--- config.mk ---
export PLATFORM = sky130hd
export DESIGN_NAME = sprite_plotter
export DESIGN_NICKNAME = d
export VERILOG_FILES = /design/src/rtl/sprite_pkg.sv /design/src/rtl/sprite_scan_counter.sv /design/src/rtl/sprite_plotter.sv
export SDC_FILE = /design/constraint.sdc
export NUM_CORES = 1
export LEC_CHECK = 0
export CAP_MARGIN = 20
export CELL_PAD_IN_SITES_DETAIL_PLACEMENT = 0
export CELL_PAD_IN_SITES_GLOBAL_PLACEMENT = 2
export CORE_UTILIZATION = 35
export DETAILED_ROUTE_END_ITERATION = 8
export GPL_ROUTABILITY_DRIVEN = 0
export PLACE_DENSITY_LB_ADDON = 0.1
export SETUP_SLACK_MARGIN = 0.4
export SLEW_MARGIN = 20
export SYNTH_ARGS = -nofsm -noshare
export SYNTH_HDL_FRONTEND = slang
export SYNTH_HIERARCHICAL = 1
export SYNTH_SLANG_ARGS = --single-unit
export TNS_END_PERCENT = 20
--- constraint.sdc ---
create_clock -name clock -period 3.1 [get_ports clock]
set_input_delay 0.62 -clock clock [delete_from_list [all_inputs] [get_ports clock]]
set_output_delay 0.62 -clock clock [all_outputs]
set_load 0.01 [all_outputs]
--- src/rtl/sprite_pkg.sv ---
// Shared types and default screen/colour constants for the sprite engine.
package sprite_pkg;

  localparam int unsigned X_W_DEF      = 8;
  localparam int unsigned Y_W_DEF      = 7;
  localparam int unsigned COLOUR_W_DEF = 9;
  localparam int unsigned SCREEN_W_DEF = 160;
  localparam int unsigned SCREEN_H_DEF = 120;

  localparam logic [8:0] TRANSPARENT_DEF = 9'h1FF;
  localparam logic [8:0] BG_COLOUR_DEF   = 9'h000;

  typedef enum logic [1:0] {
    MODE_DRAW  = 2'd0,
    MODE_ERASE = 2'd1,
    MODE_MOVE  = 2'd2
  } mode_e;

  typedef enum logic [1:0] {
    IDLE      = 2'd0,
    ERASE_RUN = 2'd1,
    DRAW_RUN  = 2'd2,
    DONE      = 2'd3
  } state_e;

endpackage

--- src/rtl/sprite_scan_counter.sv ---
// Raster-order cx/cy counter over one sprite footprint.
module sprite_scan_counter #(
  parameter int unsigned SPR_W = 8,
  parameter int unsigned SPR_H = 8,
  localparam int unsigned CX_W = (SPR_W > 1) ? $clog2(SPR_W) : 1,
  localparam int unsigned CY_W = (SPR_H > 1) ? $clog2(SPR_H) : 1
) (
  input  logic            clock,
  input  logic            reset,
  input  logic            start,
  input  logic            en,
  output logic [CX_W-1:0] cx,
  output logic [CY_W-1:0] cy,
  output logic            last_c
);

  logic cx_wrap;

  // End-of-row and end-of-footprint flags.
  assign cx_wrap = (cx == CX_W'(SPR_W - 1));
  assign last_c  = cx_wrap && (cy == CY_W'(SPR_H - 1));

  // Restart on start, otherwise advance one pixel per enabled cycle.
  always_ff @(posedge clock or posedge reset) begin
    if (reset) begin
      cx <= '0;
      cy <= '0;
    end else if (start) begin
      cx <= '0;
      cy <= '0;
    end else if (en) begin
      if (cx_wrap) begin
        cx <= '0;
        cy <= last_c ? '0 : cy + CY_W'(1);
      end else begin
        cx <= cx + CX_W'(1);
      end
    end
  end

endmodule

--- src/rtl/sprite_plotter.sv ---
// Sprite draw/erase/move engine producing a clipped pixel stream for the VGA adapter.
module sprite_plotter
  import sprite_pkg::*;
#(
  parameter int unsigned X_W      = X_W_DEF,
  parameter int unsigned Y_W      = Y_W_DEF,
  parameter int unsigned COLOUR_W = COLOUR_W_DEF,
  parameter int unsigned SCREEN_W = SCREEN_W_DEF,
  parameter int unsigned SCREEN_H = SCREEN_H_DEF,
  parameter int unsigned SPR_W    = 8,
  parameter int unsigned SPR_H    = 8,
  parameter int unsigned NUM_SPR  = 4,
  parameter logic [COLOUR_W-1:0] TRANSPARENT = COLOUR_W'(TRANSPARENT_DEF),
  parameter logic [COLOUR_W-1:0] BG_COLOUR   = COLOUR_W'(BG_COLOUR_DEF),
  localparam int unsigned SPR_IDX_W = (NUM_SPR > 1) ? $clog2(NUM_SPR) : 1,
  localparam int unsigned ADDR_W    = (NUM_SPR * SPR_W * SPR_H > 1) ? $clog2(NUM_SPR * SPR_W * SPR_H) : 1
) (
  input  logic                 clock,
  input  logic                 reset,
  input  logic                 iStart,
  input  logic [1:0]           iMode,
  input  logic [SPR_IDX_W-1:0] iSprite,
  input  logic [X_W-1:0]       iX,
  input  logic [Y_W-1:0]       iY,
  output logic                 oBusy,
  output logic                 oDone,
  output logic [ADDR_W-1:0]    oRomAddr,
  input  logic [COLOUR_W-1:0]  iRomData,
  output logic [X_W-1:0]       oX,
  output logic [Y_W-1:0]       oY,
  output logic [COLOUR_W-1:0]  oColour,
  output logic                 oPlot
);

  localparam int unsigned PIX_N = SPR_W * SPR_H;
  localparam int unsigned CX_W  = (SPR_W > 1) ? $clog2(SPR_W) : 1;
  localparam int unsigned CY_W  = (SPR_H > 1) ? $clog2(SPR_H) : 1;
  localparam int unsigned PX_W  = X_W + 1;
  localparam int unsigned PY_W  = Y_W + 1;

  state_e state, next_state;

  logic [CX_W-1:0]      cx;
  logic [CY_W-1:0]      cy;
  logic                 scan_last_c;
  logic                 cnt_start, cnt_en;
  logic                 accept, to_draw, upd_last, clr_last;
  logic                 move_req, move_q;
  logic [SPR_IDX_W-1:0] spr_q;
  logic [X_W-1:0]       base_x, req_x, last_x;
  logic [Y_W-1:0]       base_y, req_y, last_y;
  logic                 last_valid;
  logic [PX_W-1:0]      px;
  logic [PY_W-1:0]      py;
  logic                 on_screen;
  logic                 running;

  sprite_scan_counter #(
    .SPR_W (SPR_W),
    .SPR_H (SPR_H)
  ) u_scan (
    .clock  (clock),
    .reset  (reset),
    .start  (cnt_start),
    .en     (cnt_en),
    .cx     (cx),
    .cy     (cy),
    .last_c (scan_last_c)
  );

  // A move only erases when there is a previously drawn position to erase.
  assign move_req  = (iMode == MODE_MOVE) && last_valid;
  assign px        = PX_W'(base_x) + PX_W'(cx);
  assign py        = PY_W'(base_y) + PY_W'(cy);
  assign on_screen = (px < PX_W'(SCREEN_W)) && (py < PY_W'(SCREEN_H));
  assign running   = (state == ERASE_RUN) || (state == DRAW_RUN);

  // FSM state register.
  always_ff @(posedge clock or posedge reset) begin
    if (reset) state <= IDLE;
    else       state <= next_state;
  end

  // Next-state and phase control.
  always_comb begin
    next_state = state;
    cnt_start  = 1'b0;
    cnt_en     = 1'b0;
    accept     = 1'b0;
    to_draw    = 1'b0;
    upd_last   = 1'b0;
    clr_last   = 1'b0;
    case (state)
      IDLE: begin
        if (iStart) begin
          accept    = 1'b1;
          cnt_start = 1'b1;
          if ((iMode == MODE_ERASE) || move_req) next_state = ERASE_RUN;
          else                                   next_state = DRAW_RUN;
        end
      end
      ERASE_RUN: begin
        cnt_en = 1'b1;
        if (scan_last_c) begin
          if (move_q) begin
            next_state = DRAW_RUN;
            cnt_start  = 1'b1;
            to_draw    = 1'b1;
          end else begin
            next_state = DONE;
            clr_last   = 1'b1;
          end
        end
      end
      DRAW_RUN: begin
        cnt_en = 1'b1;
        if (scan_last_c) begin
          next_state = DONE;
          upd_last   = 1'b1;
        end
      end
      DONE:    next_state = IDLE;
      default: next_state = IDLE;
    endcase
  end

  // Request latch, per-phase base position and last-drawn position tracking.
  always_ff @(posedge clock or posedge reset) begin
    if (reset) begin
      spr_q      <= '0;
      move_q     <= 1'b0;
      req_x      <= '0;
      req_y      <= '0;
      base_x     <= '0;
      base_y     <= '0;
      last_x     <= '0;
      last_y     <= '0;
      last_valid <= 1'b0;
    end else begin
      if (accept) begin
        spr_q  <= iSprite;
        move_q <= move_req;
        req_x  <= iX;
        req_y  <= iY;
        base_x <= move_req ? last_x : iX;
        base_y <= move_req ? last_y : iY;
      end
      if (to_draw) begin
        base_x <= req_x;
        base_y <= req_y;
      end
      if (upd_last) begin
        last_x     <= base_x;
        last_y     <= base_y;
        last_valid <= 1'b1;
      end
      if (clr_last) last_valid <= 1'b0;
    end
  end

  // ROM address and status; raster order makes the address sequence contiguous from the sprite base.
  always_ff @(posedge clock or posedge reset) begin
    if (reset) begin
      oRomAddr <= '0;
      oBusy    <= 1'b0;
      oDone    <= 1'b0;
    end else begin
      oBusy <= (next_state != IDLE);
      oDone <= (state == DONE);
      if (accept)       oRomAddr <= ADDR_W'(32'(iSprite) * PIX_N);
      else if (to_draw) oRomAddr <= ADDR_W'(32'(spr_q) * PIX_N);
      else if (cnt_en)  oRomAddr <= oRomAddr + ADDR_W'(1);
    end
  end

  // Pixel stage, aligned with the ROM data for the address of the current cycle.
  always_ff @(posedge clock or posedge reset) begin
    if (reset) begin
      oX      <= '0;
      oY      <= '0;
      oColour <= '0;
      oPlot   <= 1'b0;
    end else begin
      oPlot <= 1'b0;
      if (running) begin
        oX      <= px[X_W-1:0];
        oY      <= py[Y_W-1:0];
        oColour <= (state == ERASE_RUN) ? BG_COLOUR : iRomData;
        oPlot   <= on_screen && ((state == ERASE_RUN) || (iRomData != TRANSPARENT));
      end
    end
  end

endmodule

==> summary.log, run 1 <==
INFO  synth          synth_sequential_area_ratio=0.5022
INFO  pwr            power_density=1004nW/um^2
INFO  critical_path  critPathLaunchType=flop
INFO  min_path       holdPathStages=1
INFO  sta            max_freq=451.8MHz
INFO  clock_network  cts_inserted_buffers=9
INFO  clock_network  clock_insertion_delay_worst_skew=0.34ns
INFO  die            core_area=12670squm
INFO  critical_path  crit_chain=ha_1 > ha_1 > and2_1 > nand2_1 > mux2_2
INFO  clock_network  cts.hold.buffers_added=0
INFO  routing        avgRoutedWirePerCell=15.14um
INFO  synth          postSynth.topFlopCell=sky130_fd_sc_hd__dfrtp_1
INFO  layout         post_layout_nonfiller_instances=675
INFO  place          detailed_place.area=5389squm
INFO  clock_network  cts_tree=yes
INFO  layout         n_antenna_cell=0
INFO  critical_path  crit_buf_inv=0
INFO  critical_path  crit_fanout=16
INFO  run            maxCapViolations=0
INFO  critical_path  critical_path_required_time=3.32ns
INFO  place          io_buffers=65
INFO  global_routing antenna_violations_before_repair=0
INFO  critical_path  max_stage_delay=0.53ns
INFO  sta            timing.final.setup_violations=0
INFO  synth          synth-edff-count=0
INFO  sta            final_hold_viol_count=0
INFO  synth          yosys_register_bits=92
INFO  critical_path  path_class=reg2reg
INFO  clock_network  cts.reportedPaths.clkPinSlew=0.06ns
INFO  routing        vias_per_cell=4.858
INFO  routing        first_pass_iteration_count_of_the_detailed_router=4
INFO  routing        detail_route.iter0.violations=130
INFO  clock_network  ctsRootBufferMaster=sky130_fd_sc_hd__clkbuf_16
INFO  layout         final_area=5694squm
INFO  global_routing grt_pass1_wl=17180um
INFO  global_routing grt_overflow=0
INFO  synth          mappedNetlistArea=4584squm
INFO  critical_path  timing.rr.end=last_y[1]
INFO  min_path       hold_class=reg2reg
INFO  layout         nets=547
INFO  critical_path  setup.worst_path.end_class=flop
INFO  synth          synth_fp_nets=488
INFO  critical_path  worstPathArrival=2.44ns
INFO  routing        drc=0
INFO  sta            rsz_0062_raised_after_global_routing=false
INFO  critical_path  crit_path_start=u_scan/cx[0]
INFO  synth          post_synth_inst_count=440
INFO  place          place_inst=660
INFO  global_routing pin_count_of_the_biggest_net_entering_global_routing=48
INFO  synth          postSynth.asyncResetShare=1.000
INFO  critical_path  rr_worst_depth=5
INFO  min_path       hold_end=base_y[6]
INFO  sta            finalCritPeriodShare=0.7141
INFO  die            start_util=0.3618
INFO  global_routing groute.usage.overall=0.1682
INFO  clock_network  max-clock-path-buffers=2
INFO  routing        drt-total-wl=10220um
INFO  sta            worst_slew_margin_rel=0.5524
INFO  clock_network  cts_num_sinks=92
INFO  synth          netlist-cell-type-count=55
INFO  sta            final.setup.tns=0ns
INFO  die            floorplan.die.height=116.4um
INFO  layout         n_fill_cell=1244
INFO  die            top_level_i_o_count=66
INFO  die            row_count=41
INFO  synth          yosys_warnings=6
INFO  pwr            leakagePower=0.002675uW
INFO  critical_path  critical-path-top-cell-by-count=sky130_fd_sc_hd__ha_1
INFO  sta            final.hold.worst_slack=0.4754ns
INFO  layout         final_layout_size_suffix_gt1_frac=0.1034
INFO  outcome        outcome=finished clean
INFO  synth          synth_area_per_cell=10.42squm
INFO  pwr            power_consumption=5718uW
INFO  routing        drtAntennaViolNets=0
INFO  critical_path  worstReg2RegStart=u_scan/cx[0]
INFO  critical_path  timing.critical_path.max_delay_family=simple AND/OR/NAND/NOR gates
INFO  layout         areaGrowthSynthToFinish=24.21%
INFO  die            fp.dieW=116.4um
INFO  routing        vias=3279
INFO  pwr            worst_voltage_drop_across_the_vdd_grid=505.8uV
INFO  place          detailed_place_hpwl=7154um
INFO  sta            tightest_slew=0.6699ns
INFO  layout         layout_common_cells=sky130_fd_sc_hd__dfrtp_1 (92), sky130_fd_sc_hd__nand2_1 (67), sky130_fd_sc_hd__clkdlybuf4s50_1 (65)
INFO  layout         layout.cells.most_common=sky130_fd_sc_hd__dfrtp_1
INFO  sta            timing_max_transition_violations_final=0
INFO  clock_network  cts_setup_buffers=0
INFO  min_path       min_from=req_y[6]
INFO  sta            layout_min_cycle_time=2.214ns
INFO  clock_network  h-tree-depth=3
INFO  critical_path  timing.reg2reg.setup_slack=0.89ns
INFO  global_routing via_count_of_the_first_global_routing_pass=3264
INFO  sta            clock-skew-final=0.006473ns
INFO  critical_path  timing.critical_path.slowest_stage_cell=sky130_fd_sc_hd__nand2_1
INFO  clock_network  cts_resized=0
INFO  die            dieArea=13560squm
[Yosys cell counts, drive strengths merged, types with 10 or more instances]
cell,number,share of area
mux2,16,0.039
mux2i,18,0.039
nand2,67,0.055
o21ai,19,0.021
ha,15,0.041
a211oi,16,0.029
inv,22,0.018
xnor2,10,0.019
buf,16,0.025
nor2,34,0.028
a21oi,17,0.019
a21o,17,0.028
dfrtp,92,0.50
[registers in the layout (all words and copies together) (netlist names)]
register    cells
last_x          8
req_x           8
oY              7
oRomAddr        8
base_y          7
move_q          1
oPlot           1
oColour         9
oBusy           1
state           2
oX              8
last_valid      1
u_scan/cx       3
base_x          8
req_y           7
oDone           1
last_y          7
u_scan/cy       3
spr_q           2
[worst register-to-register path: stages, from the launching register on]
cell,delay [ns]
sky130_fd_sc_hd__dfrtp_1,0.41
sky130_fd_sc_hd__ha_1,0.21
sky130_fd_sc_hd__ha_1,0.27
sky130_fd_sc_hd__and2_1,0.27
sky130_fd_sc_hd__nand2_1,0.53
sky130_fd_sc_hd__mux2_2,0.41
[metrics by stage]
stage,utilization,setup slack (ns)
floorplan,-,1.113
global placement,0.4253,0.8555
detailed placement,0.4253,0.8157
CTS,0.4494,0.8799
global route,0.4494,0.7166
finish,0.4494,0.8864
[worst max-delay path by stage]
stage,slack [ns],depth (start not counted),endpoint
final,0.89,5,last_y[1]
after global routing,0.72,6,oRomAddr[6]
after CTS,0.88,5,last_y[4]
after detailed placement,0.82,6,base_y[4]
after global placement,0.86,6,base_y[6]
after floorplan,1.11,6,last_y[0]
[cells by family (layout without fill, tap and decap cells)]
| kind of cell | count (synthesis) | in the layout | synth area share |
|---|---|---|---|
| AOI/OAI and AO/OA | 93 | 93 | 0.1447 |
| xor gates and xnor gates | 14 | 14 | 0.02675 |
| adders and majority gates | 17 | 17 | 0.04967 |
| buffers and inverters | 47 | 110 | 0.05076 |
| DFF | 92 | 92 | 0.5022 |
| muxes | 34 | 34 | 0.07860 |
| and+or+nand+nor | 143 | 143 | 0.1474 |
[layer usage]
metal	vias to the layer above	global-route usage	part of all wire
li1	1634	-	-
met1	1584	0.2481	0.52
met2	51	0.2430	0.43
met3	10	0.03062	0.032
met4	0	0.06581	0.013
met5	-	0	0
[final cells by class]
type | count | area [sq um] | area share
clock buffer | 9 | 225.2 | 0.03955
inverter | 22 | 86.33 | 0.01516
clock inverter | 6 | 80.08 | 0.01406
sequential | 92 | 2302 | 0.4043
tap | 172 | 215.2 | 0.03779
multi-input combinational | 301 | 2049 | 0.3599
timing repair buffer | 73 | 735.7 | 0.1292
[report_power, final]
group / internal [uW] / leakage (uW) / switching (uW) / total [uW]
sequential: 1670 / 0.00114 / 379 / 2050
clock: 696 / 0.000155 / 454 / 1150
combinational: 1250 / 0.00138 / 1270 / 2520
total: 3610 / 0.00268 / 2110 / 5720
No activity file was read; power rests on OpenSTA's default activity.
==> run 2, diff against run 1 <==
Clock period 3.1 ns to 2.05 ns, I/O delays scaled along.
==> run 2 against run 1 <==
  * Count of clock-buffer cells in the layout up 4
  * Maximum frequency rose by 21%
  * Clock power increased by 54%
  * Register-to-register slack lost 0.67 ns
==> summary.log, run 2 (synthesis gave the netlist of run 1 again) <==
INFO  min_path       hold_class=in2async
INFO  clock_network  cts_tree=yes
INFO  sta            timing.final.setup_violations=0 [unchanged]
INFO  critical_path  critical_path_required_time=2.28ns [-1.04 ns]
INFO  sta            worst_slew_margin_rel=0.7349 [+0.1826]
INFO  layout         n_antenna_cell=0 [unchanged]
INFO  die            top_level_i_o_count=66 [unchanged]
INFO  die            core_area=12670squm [unchanged]
INFO  sta            timing_max_transition_violations_final=0 [unchanged]
INFO  global_routing groute.usage.overall=0.1769 [+0.008701]
INFO  layout         postLayoutCoreUtil=0.4937 [+0.04434]
INFO  layout         regMostFlops=oColour
INFO  routing        vias_per_cell=5.006 [+3.0%]
INFO  clock_network  h-tree-depth=3 [unchanged]
INFO  die            row_count=41 [unchanged]
INFO  sta            rsz_0062_raised_after_global_routing=true
INFO  layout         largest_register_ffs=9 [unchanged]
INFO  routing        avgRoutedWirePerCell=16.16um [+6.8%]
INFO  place          detailed_place_hpwl=7329um [+2.4%]
INFO  die            start_util=0.3618 [unchanged]
INFO  outcome        outcome=finished clean
INFO  clock_network  cts.reportedPaths.clkPinSlew=0.07ns [about the same]
INFO  global_routing grt_overflow=0 [unchanged]
INFO  clock_network  cts_num_sinks=92 [unchanged]
INFO  layout         layout_common_cells=sky130_fd_sc_hd__dfrtp_1 (89), sky130_fd_sc_hd__nand2_1 (67), sky130_fd_sc_hd__clkdlybuf4s50_1 (62)
INFO  routing        vias=3544 [+8.1%]
INFO  clock_network  cts_inserted_buffers=9 [unchanged]
INFO  critical_path  crit_fanout=2 [-14]
INFO  sta            final_hold_viol_count=0 [unchanged]
INFO  pwr            power_density=1527nW/um^2 [+52%]
INFO  sta            final.setup.tns=0ns [unchanged]
INFO  clock_network  clock_insertion_delay_worst_skew=0.34ns [about the same]
INFO  sta            finalCritPeriodShare=0.8922 [+0.1781]
INFO  layout         areaGrowthSynthToFinish=36.46%
INFO  critical_path  timing.reg2reg.setup_slack=0.22ns [-0.67 ns]
INFO  critical_path  setup.worst_path.end_class=flop
INFO  sta            tightest_slew=0.3976ns [-0.2722 ns]
INFO  run            maxCapViolations=0 [unchanged]
INFO  routing        drtAntennaViolNets=0 [unchanged]
INFO  sta            max_freq=546.8MHz [+21%]
INFO  die            fp.dieW=116.4um [unchanged]
INFO  layout         layout.cells.most_common=sky130_fd_sc_hd__dfrtp_1
INFO  clock_network  ctsRootBufferMaster=sky130_fd_sc_hd__clkbuf_16
INFO  pwr            leakagePower=0.002911uW [+8.8%]
INFO  global_routing antenna_violations_before_repair=0 [unchanged]
INFO  routing        drc=0 [unchanged]
INFO  routing        drt-total-wl=11440um [+12%]
INFO  clock_network  cts.hold.buffers_added=0 [unchanged]
INFO  sta            clock-skew-final=0.007412ns [+0.0009393 ns]
INFO  die            dieArea=13560squm [unchanged]
INFO  routing        detail_route.iter0.violations=160 [+23%]
INFO  global_routing pin_count_of_the_biggest_net_entering_global_routing=69 [+44%]
INFO  clock_network  max-clock-path-buffers=2 [unchanged]
INFO  critical_path  critPathLaunchType=flop
INFO  critical_path  path_class=reg2reg
INFO  layout         final_layout_size_suffix_gt1_frac=0.2313 [+0.1280]
INFO  global_routing via_count_of_the_first_global_routing_pass=3458 [+5.9%]
INFO  die            floorplan.die.height=116.4um [unchanged]
INFO  place          io_buffers=65 [unchanged]
INFO  layout         nets=579 [+5.9%]
INFO  critical_path  worstPathArrival=2.05ns [-0.39 ns]
INFO  global_routing grt_pass1_wl=18110um [+5.4%]
INFO  pwr            worst_voltage_drop_across_the_vdd_grid=595.0uV [+18%]
INFO  sta            layout_min_cycle_time=1.829ns [-0.3846 ns]
INFO  routing        first_pass_iteration_count_of_the_detailed_router=4 [unchanged]
## run 2: cell types whose count changed in the layout (fill, tap and decap cells not counted), moves of 4 or more
| cell | before | now |
|---|---|---|
| sky130_fd_sc_hd__buf_4 | 6 | 27 |
| sky130_fd_sc_hd__ha_1 | 15 | 5 |
| sky130_fd_sc_hd__a211oi_1 | 15 | 9 |
| sky130_fd_sc_hd__a21oi_1 | 16 | 10 |
| sky130_fd_sc_hd__a21oi_2 | 1 | 7 |
| sky130_fd_sc_hd__a211oi_2 | 0 | 5 |
| sky130_fd_sc_hd__ha_2 | 0 | 5 |
| sky130_fd_sc_hd__ha_4 | 0 | 5 |
| sky130_fd_sc_hd__buf_12 | 2 | 6 |
| sky130_fd_sc_hd__clkbuf_8 | 0 | 4 |
| sky130_fd_sc_hd__nor2_1 | 33 | 29 |
| sky130_fd_sc_hd__nor2_2 | 1 | 5 |
## run 2: worst paths after layout
path	start	end	cells past startpoint
worst max-delay path	base_y[0]	oPlot	6
worst min-delay path	reset	u_scan/cy[0]	2
worst max register to register	base_y[0]	oPlot	6
worst min register to register	req_y[6]	base_y[6]	1
max in group asynchronous	reset	req_y[1]	3
min in group clock	req_y[6]	base_y[6]	1
## run 2: layout make-up
cell class	count	area, sq um
Fill cell	1190	6415
Sequential cell	92	2306
Multi-Input combinational cell	301	2231
Timing Repair Buffer	105	1095
Clock buffer	13	280.3
Tap cell	172	215.2
Inverter	22	86.33
Clock inverter	3	42.54
## run 2: what timing repair did
action / 4_1_cts / 5_1_grt
endpoints found under the setup margin: 79 / 87
pin swaps: 15 / 11
gates resized for setup: 34 / 20
cloned: 0 / 2
setup buffers: 15 / 4
## run 2: report_power, final
| group | switching [uW] | internal (uW) | total [uW] |
|---|---|---|---|
| combinational | 2200 | 2460 | 4660 |
| sequential | 592 | 2530 | 3120 |
| clock | 695 | 1080 | 1770 |
## run 2: per-layer routing
metal / track usage / share of wire
met4: 0.07350 / 0.018
met1: 0.2560 / 0.51
met2: 0.2580 / 0.44
met5: 0 / 0
met3: 0.03373 / 0.032
## run 2: stage by stage
step                      total power (uW)  setup WS (ns)  hold slack [ns]  cell area [sq um]  std cells
after floorplan                       5657        0.06318           0.2010               4588        440
after global placement                7121         0.1215           0.4592               5522        671
after detailed placement              7181        0.05845           0.4615               5522        671
after CTS                             9425         0.1791           0.3938               6090        702
after global routing                 10300         0.1189           0.4318               6256        708
final                                 9553         0.2210           0.4016               6256        708
## run 2: worst max-delay path, stage by stage (launching register included)
cell                        delay (ns)
sky130_fd_sc_hd__dfrtp_1          0.40
sky130_fd_sc_hd__ha_2             0.20
sky130_fd_sc_hd__fa_2             0.35
sky130_fd_sc_hd__a21oi_2          0.17
sky130_fd_sc_hd__o21ai_1          0.13
sky130_fd_sc_hd__a2111oi_4        0.38
sky130_fd_sc_hd__nor4_2           0.08
==> run 3, diff against run 2 <==
Settings changed: CELL_PAD_IN_SITES_GLOBAL_PLACEMENT 2 to 1, CORE_UTILIZATION 35 to 43, RECOVER_POWER set to 50.
==> run 3 against run 2 <==
  * Non-clock buffer count down 7
  * Register-to-register slack worse by 0.02 ns
  * Die area down 18%
  * Clock power down 41%
  * Power down 11%
  * Sequential power down 2%
  * Combinational power down 6.4%
  * Critical path depth unchanged
  * Final area down 5.5%
==> summary.log, run 3 (synthesis gave the netlist of run 1 again) <==
INFO  outcome        outcome=finished clean
INFO  place          detailed_place_hpwl=6966um [-5.0%]
INFO  sta            final.setup.tns=0ns [unchanged]
INFO  sta            tightest_slew=1.155ns [+0.7573 ns]
INFO  global_routing via_count_of_the_first_global_routing_pass=3366 [-2.7%]
INFO  critical_path  crit_path_start=u_scan/cy[1]
INFO  die            top_level_i_o_count=66 [unchanged]
INFO  die            fp.dieW=105.3um [-9.6%]
INFO  critical_path  path_class=reg2reg
INFO  sta            finalCritPeriodShare=0.9009 [+0.008753]
INFO  layout         n_antenna_cell=0 [unchanged]
INFO  critical_path  worstReg2RegStart=u_scan/cy[1]
INFO  global_routing groute.usage.overall=0.1977 [+0.02076]
INFO  die            start_util=0.4441 [+0.08226]
INFO  routing        first_pass_iteration_count_of_the_detailed_router=4 [unchanged]
INFO  clock_network  cts.hold.buffers_added=0 [unchanged]
INFO  place          io_buffers=65 [unchanged]
INFO  sta            timing.final.setup_violations=0 [unchanged]
INFO  sta            timing_max_transition_violations_final=0 [unchanged]
INFO  layout         postLayoutCoreUtil=0.5727 [+0.07893]
INFO  layout         areaGrowthSynthToFinish=28.96%
INFO  min_path       hold_class=reg2reg
INFO  routing        avgRoutedWirePerCell=15.86um [-1.9%]
INFO  die            dieArea=11080squm [-18%]
INFO  sta            worst_slew_margin_rel=0.2301 [-0.5048]
INFO  layout         n_fill_cell=902 [-24%]
INFO  run            maxCapViolations=0 [unchanged]
INFO  layout         layout_common_cells=sky130_fd_sc_hd__dfrtp_1 (92), sky130_fd_sc_hd__nand2_1 (66), sky130_fd_sc_hd__clkdlybuf4s50_1 (64)
INFO  pwr            power_density=1433nW/um^2 [-6.2%]
INFO  critical_path  timing.critical_path.slowest_stage_cell=sky130_fd_sc_hd__dfrtp_1
INFO  die            core_area=10320squm [-19%]
INFO  global_routing pin_count_of_the_biggest_net_entering_global_routing=53 [-23%]
INFO  critical_path  crit_buf_inv=1 [+1]
INFO  sta            max_freq=541.4MHz [-0.97%]
INFO  layout         largest_register_ffs=9 [unchanged]
INFO  critical_path  max_stage_delay=0.41ns [about the same]
INFO  routing        detail_route.iter0.violations=122 [-24%]
INFO  clock_network  clock_insertion_delay_worst_skew=0.36ns [+0.02 ns]
INFO  critical_path  critical_path_required_time=2.29ns [about the same]
INFO  min_path       min_from=req_y[2]
INFO  routing        drtAntennaViolNets=0 [unchanged]
INFO  sta            final_critical_path_setup_slack=0.2031ns [-0.01794 ns]
INFO  global_routing antenna_violations_before_repair=0 [unchanged]
INFO  sta            clock-skew-final=0.007799ns [+0.0003867 ns]
INFO  critical_path  worstPathArrival=2.09ns [+0.04 ns]
INFO  sta            final.hold.worst_slack=0.4778ns [+0.07622 ns]
INFO  routing        vias_per_cell=5.214 [+4.2%]
INFO  layout         layout.cells.most_common=sky130_fd_sc_hd__dfrtp_1
INFO  die            row_count=37 [-9.8%]
INFO  critical_path  critPathLaunchType=flop
INFO  routing        drc=0 [unchanged]
INFO  sta            final_hold_viol_count=0 [unchanged]
INFO  place          pre_cts_ws=0.07261ns [+0.01417 ns]
INFO  clock_network  cts_num_sinks=92 [unchanged]
INFO  clock_network  cts.reportedPaths.clkPinSlew=0.09ns [+0.02 ns]
INFO  critical_path  timing.critical_path.max_delay_family=compound AO/OA/AOI/OAI gates
INFO  layout         nets=572 [-1.2%]
INFO  layout         final_layout_size_suffix_gt1_frac=0.2049 [-0.02641]
INFO  clock_network  max-clock-path-buffers=2 [unchanged]
INFO  layout         regMostFlops=oColour
INFO  clock_network  ctsRootBufferMaster=sky130_fd_sc_hd__clkbuf_8
INFO  critical_path  crit_chain=buf_4 > fa_2 > a21oi_4 > o21ai_1 > a2111oi_4 > nor4_2
INFO  die            floorplan.die.height=105.3um [-9.6%]
INFO  critical_path  setup.worst_path.end_class=flop
INFO  sta            layout_min_cycle_time=1.847ns [+0.01794 ns]
INFO  pwr            worst_voltage_drop_across_the_vdd_grid=900.5uV [+51%]
INFO  routing        vias=3457 [-2.5%]
INFO  clock_network  h-tree-depth=3 [unchanged]
INFO  global_routing grt_pass1_wl=17220um [-4.9%]
INFO  clock_network  cts_tree=yes
INFO  pwr            leakagePower=0.002766uW [-5.0%]
INFO  clock_network  cts_inserted_buffers=9 [unchanged]
INFO  global_routing grt_overflow=0 [unchanged]
INFO  critical_path  crit_fanout=3 [+1]
INFO  sta            rsz_0062_raised_after_global_routing=true
INFO  routing        drt-total-wl=10510um [-8.1%]
## run 3: area by class of cell
type                       count  area (sq um)  area share
sequential                    92          2302      0.3894
clock inverter                 3         15.01    0.002540
clock buffer                  11         141.4     0.02392
timing repair buffer          98         998.5      0.1689
multi-input combinational    301          2198      0.3719
tap                          136         170.2     0.02878
inverter                      22         86.33     0.01460
## run 3: stage by stage
step	cells	total power, uW	instance area [sq um]
floorplan	440	5657	4588
global placement	634	6996	5456
detailed placement	634	7080	5456
CTS	657	8450	5821
global route	663	9134	5912
finish	663	8470	5912
## run 3: timing repair
item	CTS	global route
gates resized for setup	37	11
gates cloned	0	2
buffers inserted	9	4
setup endpoints to repair	97	94
hold endpoints to repair	0	0
pin swaps	6	6
## run 3: worst paths after layout
check	depth (start not counted)	slack, ns	end
max	6	0.20	oPlot
min	1	0.48	base_y[2]
max reg2reg	6	0.20	oPlot
min reg2reg	1	0.48	base_y[2]
max in group asynchronous	3	0.37	last_y[2]
min in group asynchronous	2	0.50	u_scan/cy[0]
## run 3: routing by layer
| layer | routed length [um] | global-route usage |
|---|---|---|
| met2 | 4779 | 0.2881 |
| met5 | 0 | 0 |
| met1 | 5305 | 0.2981 |
| met3 | 307 | 0.02721 |
| met4 | 119 | 0.07445 |
## run 3: where the power goes
part / internal (uW) / leakage (uW) / switching (uW)
combinational: 2220 / 0.00155 / 2140
clock: 455 / 0.0000848 / 598
sequential: 2520 / 0.00114 / 541
total: 5190 / 0.00277 / 3280
